==> src/rtl/cd_llc_slice.sv <==
`timescale 1ns/1ps
`default_nettype none
// ============================================================================
// Module   : cd_llc_slice
// Purpose  : LLC slice endpoint of the CD-mesh. Queues crossbar requests in a
//            FIFO, serves them in order against a local 16-bit word store and
//            returns one reply per request, keeping srcx/srcy for the return
//            route.
// Revision : 1.0 - initial release
// ============================================================================
module cd_llc_slice #(
  parameter int DATA_W   = 64,
  parameter int DEPTH    = 4,
  parameter int LAT      = 3,
  parameter int SLICE_ID = 0,
  parameter int MEM_AW   = 4
) (
  input  logic                     clk,
  input  logic                     reset,
  input  logic                     req_si,
  output logic                     req_ri,
  input  logic [DATA_W-1:0]        req_di,
  output logic                     rep_so,
  input  logic                     rep_ro,
  output logic [DATA_W-1:0]        rep_do,
  output logic [$clog2(DEPTH):0]   occ,
  output logic [7:0]               err_cnt
);

  localparam int PTR_W = $clog2(DEPTH);
  localparam int CNT_W = (LAT > 1) ? $clog2(LAT) : 1;
  localparam int MEM_N = 1 << MEM_AW;
  localparam logic [CNT_W-1:0] CNT_LOAD   = CNT_W'(LAT - 1);
  localparam logic [1:0]       SLICE_ID_L = 2'(SLICE_ID);
  localparam logic [PTR_W:0]   OCC_FULL   = (PTR_W + 1)'(DEPTH);

  typedef enum logic [1:0] {
    IDLE  = 2'd0,
    SERVE = 2'd1,
    REPLY = 2'd2
  } state_t;

  logic [DATA_W-1:0] fifo_mem [DEPTH];
  logic [15:0]       mem_q [MEM_N];

  logic [PTR_W-1:0]  wr_ptr_q, wr_ptr_d;
  logic [PTR_W-1:0]  rd_ptr_q, rd_ptr_d;
  logic [PTR_W:0]    occ_q, occ_d;
  state_t            state_q, state_d;
  logic [CNT_W-1:0]  cnt_q, cnt_d;
  logic [DATA_W-1:0] srv_q, srv_d;
  logic [DATA_W-1:0] rep_q, rep_d;
  logic [7:0]        err_q, err_d;

  logic              empty, full, push, pop, exec;
  logic [DATA_W-1:0] head;
  logic              srv_wr;
  logic [MEM_AW-1:0] srv_addr;
  logic [15:0]       srv_wdata, exec_data;
  logic              unused_bits;

  // Ready depends only on registered occupancy, never on req_si.
  assign empty   = (occ_q == '0);
  assign full    = (occ_q == OCC_FULL);
  assign req_ri  = !full;
  assign push    = req_si && !full;
  assign head    = fifo_mem[rd_ptr_q];

  // Fields of the request currently in service.
  assign srv_wr    = srv_q[56];
  assign srv_addr  = srv_q[16 +: MEM_AW];
  assign srv_wdata = srv_q[15:0];
  assign exec_data = srv_wr ? srv_wdata : mem_q[srv_addr];
  assign unused_bits = ^{srv_q[60:57], srv_q[31:16+MEM_AW]};

  assign rep_so  = (state_q == REPLY);
  assign rep_do  = rep_q;
  assign occ     = occ_q;
  assign err_cnt = err_q;

  // FIFO storage; contents are don't-care until pushed, so no reset needed.
  always_ff @(posedge clk) begin
    if (push) fifo_mem[wr_ptr_q] <= req_di;
  end

  // Word store: cleared on reset, written when a write op executes.
  always_ff @(posedge clk or negedge reset) begin
    if (!reset) begin
      for (int i = 0; i < MEM_N; i++) mem_q[i] <= '0;
    end else if (exec && srv_wr) begin
      mem_q[srv_addr] <= srv_wdata;
    end
  end

  // Service sequencer: load from FIFO, count down LAT cycles, hold reply.
  always_comb begin
    state_d = state_q;
    cnt_d   = cnt_q;
    srv_d   = srv_q;
    rep_d   = rep_q;
    pop     = 1'b0;
    exec    = 1'b0;
    case (state_q)
      IDLE: begin
        if (!empty) begin
          pop     = 1'b1;
          srv_d   = head;
          cnt_d   = CNT_LOAD;
          state_d = SERVE;
        end
      end
      SERVE: begin
        if (cnt_q == '0) begin
          exec    = 1'b1;
          rep_d   = {srv_q[63:61], 1'b1, 3'b000, srv_wr, srv_q[55:32],
                     16'h0000, exec_data};
          state_d = REPLY;
        end else begin
          cnt_d = cnt_q - CNT_W'(1);
        end
      end
      REPLY: begin
        // Reload straight into SERVE on the handshake edge to avoid a bubble.
        if (rep_ro) begin
          if (!empty) begin
            pop     = 1'b1;
            srv_d   = head;
            cnt_d   = CNT_LOAD;
            state_d = SERVE;
          end else begin
            state_d = IDLE;
          end
        end
      end
      default: state_d = IDLE;
    endcase
  end

  // FIFO pointer and occupancy update; simultaneous push/pop leaves occ.
  always_comb begin
    wr_ptr_d = wr_ptr_q;
    rd_ptr_d = rd_ptr_q;
    occ_d    = occ_q;
    if (push) wr_ptr_d = wr_ptr_q + PTR_W'(1);
    if (pop)  rd_ptr_d = rd_ptr_q + PTR_W'(1);
    if (push && !pop)      occ_d = occ_q + (PTR_W + 1)'(1);
    else if (pop && !push) occ_d = occ_q - (PTR_W + 1)'(1);
  end

  // Misroute counter, checked on the popped head, saturating at 255.
  always_comb begin
    err_d = err_q;
    if (pop && (head[53:52] != SLICE_ID_L) && (err_q != 8'hFF))
      err_d = err_q + 8'd1;
  end

  // State registers.
  always_ff @(posedge clk or negedge reset) begin
    if (!reset) begin
      wr_ptr_q <= '0;
      rd_ptr_q <= '0;
      occ_q    <= '0;
      state_q  <= IDLE;
      cnt_q    <= '0;
      srv_q    <= '0;
      rep_q    <= '0;
      err_q    <= '0;
    end else begin
      wr_ptr_q <= wr_ptr_d;
      rd_ptr_q <= rd_ptr_d;
      occ_q    <= occ_d;
      state_q  <= state_d;
      cnt_q    <= cnt_d;
      srv_q    <= srv_d;
      rep_q    <= rep_d;
      err_q    <= err_d;
    end
  end

endmodule
`default_nettype wire

==> config.mk <==
export PLATFORM = sky130hd
export DESIGN_NAME = cd_llc_slice
export DESIGN_NICKNAME = d
export VERILOG_FILES = /design/src/rtl/cd_llc_slice.sv
export SDC_FILE = /design/constraint.sdc
export NUM_CORES = 1
export LEC_CHECK = 0
export ABC_AREA = 0
export CAP_MARGIN = 10
export CELL_PAD_IN_SITES_DETAIL_PLACEMENT = 1
export CELL_PAD_IN_SITES_GLOBAL_PLACEMENT = 1
export CORE_UTILIZATION = 45
export CTS_CLUSTER_DIAMETER = 150
export DETAILED_ROUTE_END_ITERATION = 12
export HOLD_SLACK_MARGIN = 0.02
export PLACE_DENSITY_LB_ADDON = 0.1
export SLEW_MARGIN = 20
export SYNTH_ARGS = -nofsm -noshare
export SYNTH_HDL_FRONTEND = slang
export SYNTH_SLANG_ARGS = --single-unit
==> constraint.sdc <==
create_clock -name clk -period 2.7 [get_ports clk]
set_clock_uncertainty 0.15 [all_clocks]
set_input_delay 0.81 -clock clk [delete_from_list [all_inputs] [get_ports clk]]
set_output_delay 0.81 -clock clk [all_outputs]
set_load 0.02 [all_outputs]
### After elaboration in Yosys (flattened, before gate mapping)

Memory sizes are Yosys's and may differ from the RTL's.
Cells that the tools add are included.

| storage, ports and cells | value |
|---|---|
| logic and storage cells | 91 |
| input port bits | 68 |
| memories kept | 1 |
| register bits after elaboration | 384 |
| bits in writable memories | 256 |

Memory list:

| name | depth | width | rd ports | clocked after Yosys merged registers in | wr ports | RTL line | source |
|---|---|---|---|---|---|---|---|
| fifo_mem | 4 | 64 | 1 | 0 | 1 | 43 | `logic [DATA_W-1:0] fifo_mem [DEPTH];` |

| cells by class | value |
|---|---|
| equality and inequality tests | 8 |
| mux-type cells | 28 |
| add/subtract/negate cells | 6 |
| magnitude comparators | 2 |
| reduce and logical (&&, ||, !) cells | 21 |
| bitwise logic cells | 1 |

Operators by type and width:

| cell | count |
|---|---|
| bitwise mux 256 bit | 1 |
| 2-to-1 mux 64 bit | 2 |
| case mux 64 bit (2 select lines) | 1 |
| binary-select mux 16 bit (select 4 bit) | 1 |
| demux 16 bit (select 4 bit) | 1 |
| 2-to-1 mux 16 bit | 4 |
| 2-to-1 mux 2 bit | 6 |
| case mux 2 bit (3 select lines) | 2 |
| adder 8 x 1 -> 8 bit, second input constant | 1 |
| != test 8 bit, second input constant | 1 |
| logical AND 1 bit | 7 |
| 2-to-1 mux 1 bit | 7 |
| 2-to-1 mux 3 bit | 2 |
| != test 2 bit, second input constant | 3 |
| AND reduction 3 bit | 2 |
| nonzero test 2 bit | 3 |
| greater-or-equal comparator 5 bit, second input constant | 1 |
| less-than comparator 5 x 1 -> 1 bit, second input constant | 1 |
| inverter 4 -> 5 bit | 1 |
| adder 2 x 1 -> 2 bit, second input constant | 2 |
| zero test 2 bit | 2 |
| AND reduction 2 bit | 2 |
| adder 3 x 1 -> 3 bit, second input constant | 1 |
| equality test 3 bit, second input constant | 1 |
| other kinds (9) | 11 |

### Logic depth before layout (Yosys ltp)

| depth | value |
|---|---|
| depth in word-level cells | 7 |
| depth in mapped cells | 11 |
| gate-level depth less buffers | 9 |

### Worst setup path before layout

No wires, ideal clock.

| timing | value |
|---|---|
| path kind | in2reg |
| start point | input port rep_ro |
| end point | register occ_q[1], in the netlist occ[1] |
| arrival time | 2.717 ns |
| buffers on the path | 2 |
| stages on the path | 9 |
| setup time | 0.125 ns |
| slack | -0.292 ns |
| cell sequence | nor2b_1 > nor3_1 > inv_1 > clkbuf_1 > clkbuf_1 > ha_1 > inv_1 > fa_1 > mux2_2 |

| on the way | value |
|---|---|
| longest elaborated chain between the ends | 5 |

Ends and longest elaborated chain:

| item | RTL line | source |
|---|---|---|
| start: declaration | 24 | `input logic rep_ro,` |
| 2-to-1 mux 1 bit | 124 | `if (rep_ro) begin` |
| case mux 1 bit (2 select lines) | 103 | `case (state_q)` |
| zero test 1 bit | 146 | `if (push && !pop) occ_d = occ_q + (PTR_W + 1)'(1);` |
| logical AND 1 bit | 146 |  |
| 2-to-1 mux 3 bit | 146 |  |
| named net occ_d[1] | 48 | `logic [PTR_W:0] occ_q, occ_d;` |
| end signal: assignment | 162 | `occ_q <= '0;` |
| end signal: assignment | 171 | `occ_q <= occ_d;` |
| end: declaration | 48 |  |

The timed path passes the listed nets, and every way through them passes these cells.
A chain may end at the register's enable or synchronous reset.

### Worst setup path in the final report

| timing | value |
|---|---|
| start point | register cnt_q[0] |
| end point | register mem_q[242] (netlist name) |

| on the way | value |
|---|---|
| longest elaborated chain between the ends | 4 |

Ends and longest elaborated chain:

| item | RTL line | source |
|---|---|---|
| start: declaration | 50 | `logic [CNT_W-1:0] cnt_q, cnt_d;` |
| start signal: assignment | 173 | `cnt_q <= cnt_d;` |
| zero test 2 bit | 113 | `if (cnt_q == '0) begin` |
| 2-to-1 mux 1 bit | 113 |  |
| 2-to-1 mux 1 bit | 103 |  |
| logical AND 1 bit | 90 | `end else if (exec && srv_wr) begin` |
| end signal: indexed assignment | 91 | `mem_q[srv_addr] <= srv_wdata;` |
| end: declaration | 44 | `logic [15:0] mem_q [MEM_N];` |

Every way passes these cells.

==> metrics.md <==
| Metric | Value |
|---|---|
| Deepest level of the CTS H-tree | `2` |
| DR vias/cell | `5.46` |
| Detailed Place HPWL | `33700 um` |
| Synthesized instance count | `1553` |
| Largest net degree at the start of global routing | `74` |
| Ys async rst share | `0.657` |
| First-pass GRT wire length | `87000 um` |
| Final nets | `1780` |
| Hold path depth | `1` |
| Post-route DRC | `0` |
| Leak | `11.9 nW` |
| Final worst slack | `0.0396 ns` |
| Final Hold Fails | `0` |
| Clock Path Buffers | `3` |
| Kind of critical path | `reg -> reg` |
| Die Span Y | `229 um` |
| Core Util, Final | `0.547` |
| Reg2reg path depth | `9` |
| Yosys top cell by area | `dfrtp_1` |
| Die Width | `229 um` |
| Register area share after synthesis | `0.644` |
| Non-Filler Instances | `2428` |
| # fillers | `4769` |
| Clock root cell | `clkbuf_16` |
| FF-to-FF End | `mem_q[242]` |
| EDFF count, synth | `192` |
| Initial DRC count | `694` |
| Yosys warnings | `0` |
| Synth top area cells | `dfrtp_1, edfxtp_1, mux2_2` |
| Critical path capture point type | `flip-flop` |
| Peak VDD IR | `0.000743 V` |
| Final ANT Viol Nets | `0` |
| GR Overflow Total | `0` |
| Routed WL | `54000 um` |
| Run status | `finished, final reports clean` |
| Clock-pin slew on the worst setup and hold paths | `0.06 ns` |
| Tot Pwr | `32.1 mW` |
| Wl on met1 | `23300 um` |
| Crit start category | `flip-flop` |
| Flops & latches, synth | `560` |
| Worst EP required | `3.05 ns` |
| DRT Pass-1 Iters | `4` |
| Mean post-synth cell area | `15.0 um2` |
| Fin Setup TNS | `0 ns` |
| Placed Instance Area | `0.0256 mm2` |
| DP Worst Slack | `-0.129 ns` |
| Most frequent cells in the layout | `dfrtp_1, mux2_2, nand2_1` |
| Synthesized area | `0.0233 mm2` |
| Vias | `13200` |
| Min-Delay Path Class | `reg -> reg` |
| DIE AREA | `0.0526 mm2` |
| Core area | `0.0506 mm2` |
| # IOs | `145` |
| PD cells | `1160 mW/mm2` |
| Vias in the first global route | `15000` |
| Worst reg-to-reg setup slack | `0.04 ns` |
| Hold Crit Start | `rep_do[60]` |
| Most common cell after layout, fill and taps aside | `dfrtp_1` |
| Met3 routed WL | `2010 um` |
| Initial antenna violation count | `5` |
| Avg WL per Cell | `22.2 um` |
| WL met2 | `27300 um` |
| Maximum clock rate | `0.376 GHz` |
| Crit path DAT | `3.01 ns` |
| Min cycle time layout | `2.66 ns` |
| CP Max Fanout | `6` |
| Highest routing layer actually used | `met5` |
| Area share of the largest cell type after synthesis | `0.396` |
| Hold path endpoint | `rep_do[60]` |
| Max-Cap Viols | `0` |
| Max-slew violations | `0` |
| Reg-to-Reg Start | `cnt_q[0]` |
| Post-route cell area | `0.0277 mm2` |
| Core Rows | `82` |
| Layout cells sized above 1 | `0.294` |
| TritonCTS buffer count | `59` |
| Initial core utilization | `0.460` |
| Port Buf Inserts | `109` |
| Routability cong. | `0.750` |
| Worst-margin pin slew | `0.714 ns` |
| GRT Resource Usage Total | `0.214` |
| Synth-to-Final Area Change | `19.0%` |
| Worst-Skew Late Latency | `0.64 ns` |
| Hold slack | `0.316 ns` |
| Netlist cell types | `47` |
| Placed insts | `2311` |
| Sink Count | `560` |
| Max-slew headroom | `0.524` |
| RSZ-0062 raised after global routing | `true` |
| # setup viols final | `0` |
| Post-synth top flop | `dfrtp_1` |
| Final Cycle Share | `0.985` |
| CTS tree | `built` |
## final cells by class
type                            instances  area, um2  share of cell area
Tap cell                              672        841              0.0304
Multi-Input combinational cell        883       7790               0.281
Clock buffer                           95       1830              0.0662
Timing Repair Buffer                  192       2040              0.0737
Sequential cell                       560      15000               0.541
Inverter                                8       30.0             0.00108
Antenna cell                            1       2.50           0.0000904
Clock inverter                         17        169             0.00610
## cell usage after synthesis, types with 3 or more instances
cell type and n:
mux2_2 249, buf_4 23, nor3_1 3, mux4_2 66, buf_1 13, nor2_4 3
nand3b_1 18, mux2i_1 91, nor2_1 9, and3_1 8, nand3_1 5, o22ai_1 30
a211oi_1 15, edfxtp_1 192, xor2_1 9, nor2_2 3, dfrtp_1 368, clkbuf_1 57
nor2b_1 4, buf_2 26, a221oi_1 15, nand2b_1 6, o21ai_0 36, nand2_1 233
a21oi_1 15, xnor2_1 4, ha_1 7, nor4_1 5, inv_1 7, mux2_1 11
## metal layers
metal | GRT usage | vias to the layer above
li1 | - | 5952
met1 | 0.277 | 6988
met2 | 0.368 | 202
met3 | 0.0369 | 96
met4 | 0.0660 | 8
met5 | 0 | -
## worst max-delay path, stage by stage, from the launching register on
cell and delay, ns:
dfrtp_1 0.39, inv_1 0.08, ha_2 0.20, nand3b_1 0.21, or4b_4 0.57, buf_6 0.16
nor3_4 0.12, buf_6 0.16, clkbuf_16 0.16, mux2_2 0.33
## logic make-up (layout without fill, tap and decap cells)
family,after synthesis,count (layout),synth area share
flip-flops,560,560,0.644
multiplexers,417,417,0.229
AND/OR/NAND/NOR,312,312,0.0611
buffers and inverters,128,312,0.0261
AO/OA/AOI/OAI,114,114,0.0304
XOR/XNOR,13,13,0.00490
adder cells (fa/ha/maj),8,8,0.00463
other,1,20,0.000161
## what timing repair did
item | 4_1_cts | 5_1_grt
hold buffers | 1 | 0
buffers inserted | 0 | 2
gates cloned | 0 | 1
setup endpoints to repair | 5 | 26
pin swaps | 0 | 1
gates resized for setup | 5 | 7
endpoints found under the hold margin | 32 | 0
## worst max path at each step
stage	from	end	slack, ns	cells past startpoint
2_1_floorplan	rep_ro	occ[2]	0.05	11
5_1_grt	cnt_q[0]	mem_q[249]	-0.09	9
3_3_place_gp	rep_ro	occ[2]	-0.13	10
3_5_place_dp	rep_ro	occ[2]	-0.13	10
4_1_cts	err_cnt[3]	err_cnt[3]	0.01	1
6_report	cnt_q[0]	mem_q[242]	0.04	9
## power breakdown
part,internal (mW),switching (mW),total [mW]
clock,4.83,3.37,8.20
sequential,11.7,2.09,13.8
combinational,4.84,5.28,10.1
total,21.4,10.7,32.1
## registers in the layout, summed over array words and instances (netlist names)
signal / flops
rd_ptr_q: 2
err_cnt: 8
srv_q: 48
occ: 3
wr_ptr_q: 2
mem_q: 256
fifo_mem: 192
state_q: 2
rep_do: 45
cnt_q: 2
(Power assumes the default switching activity.)
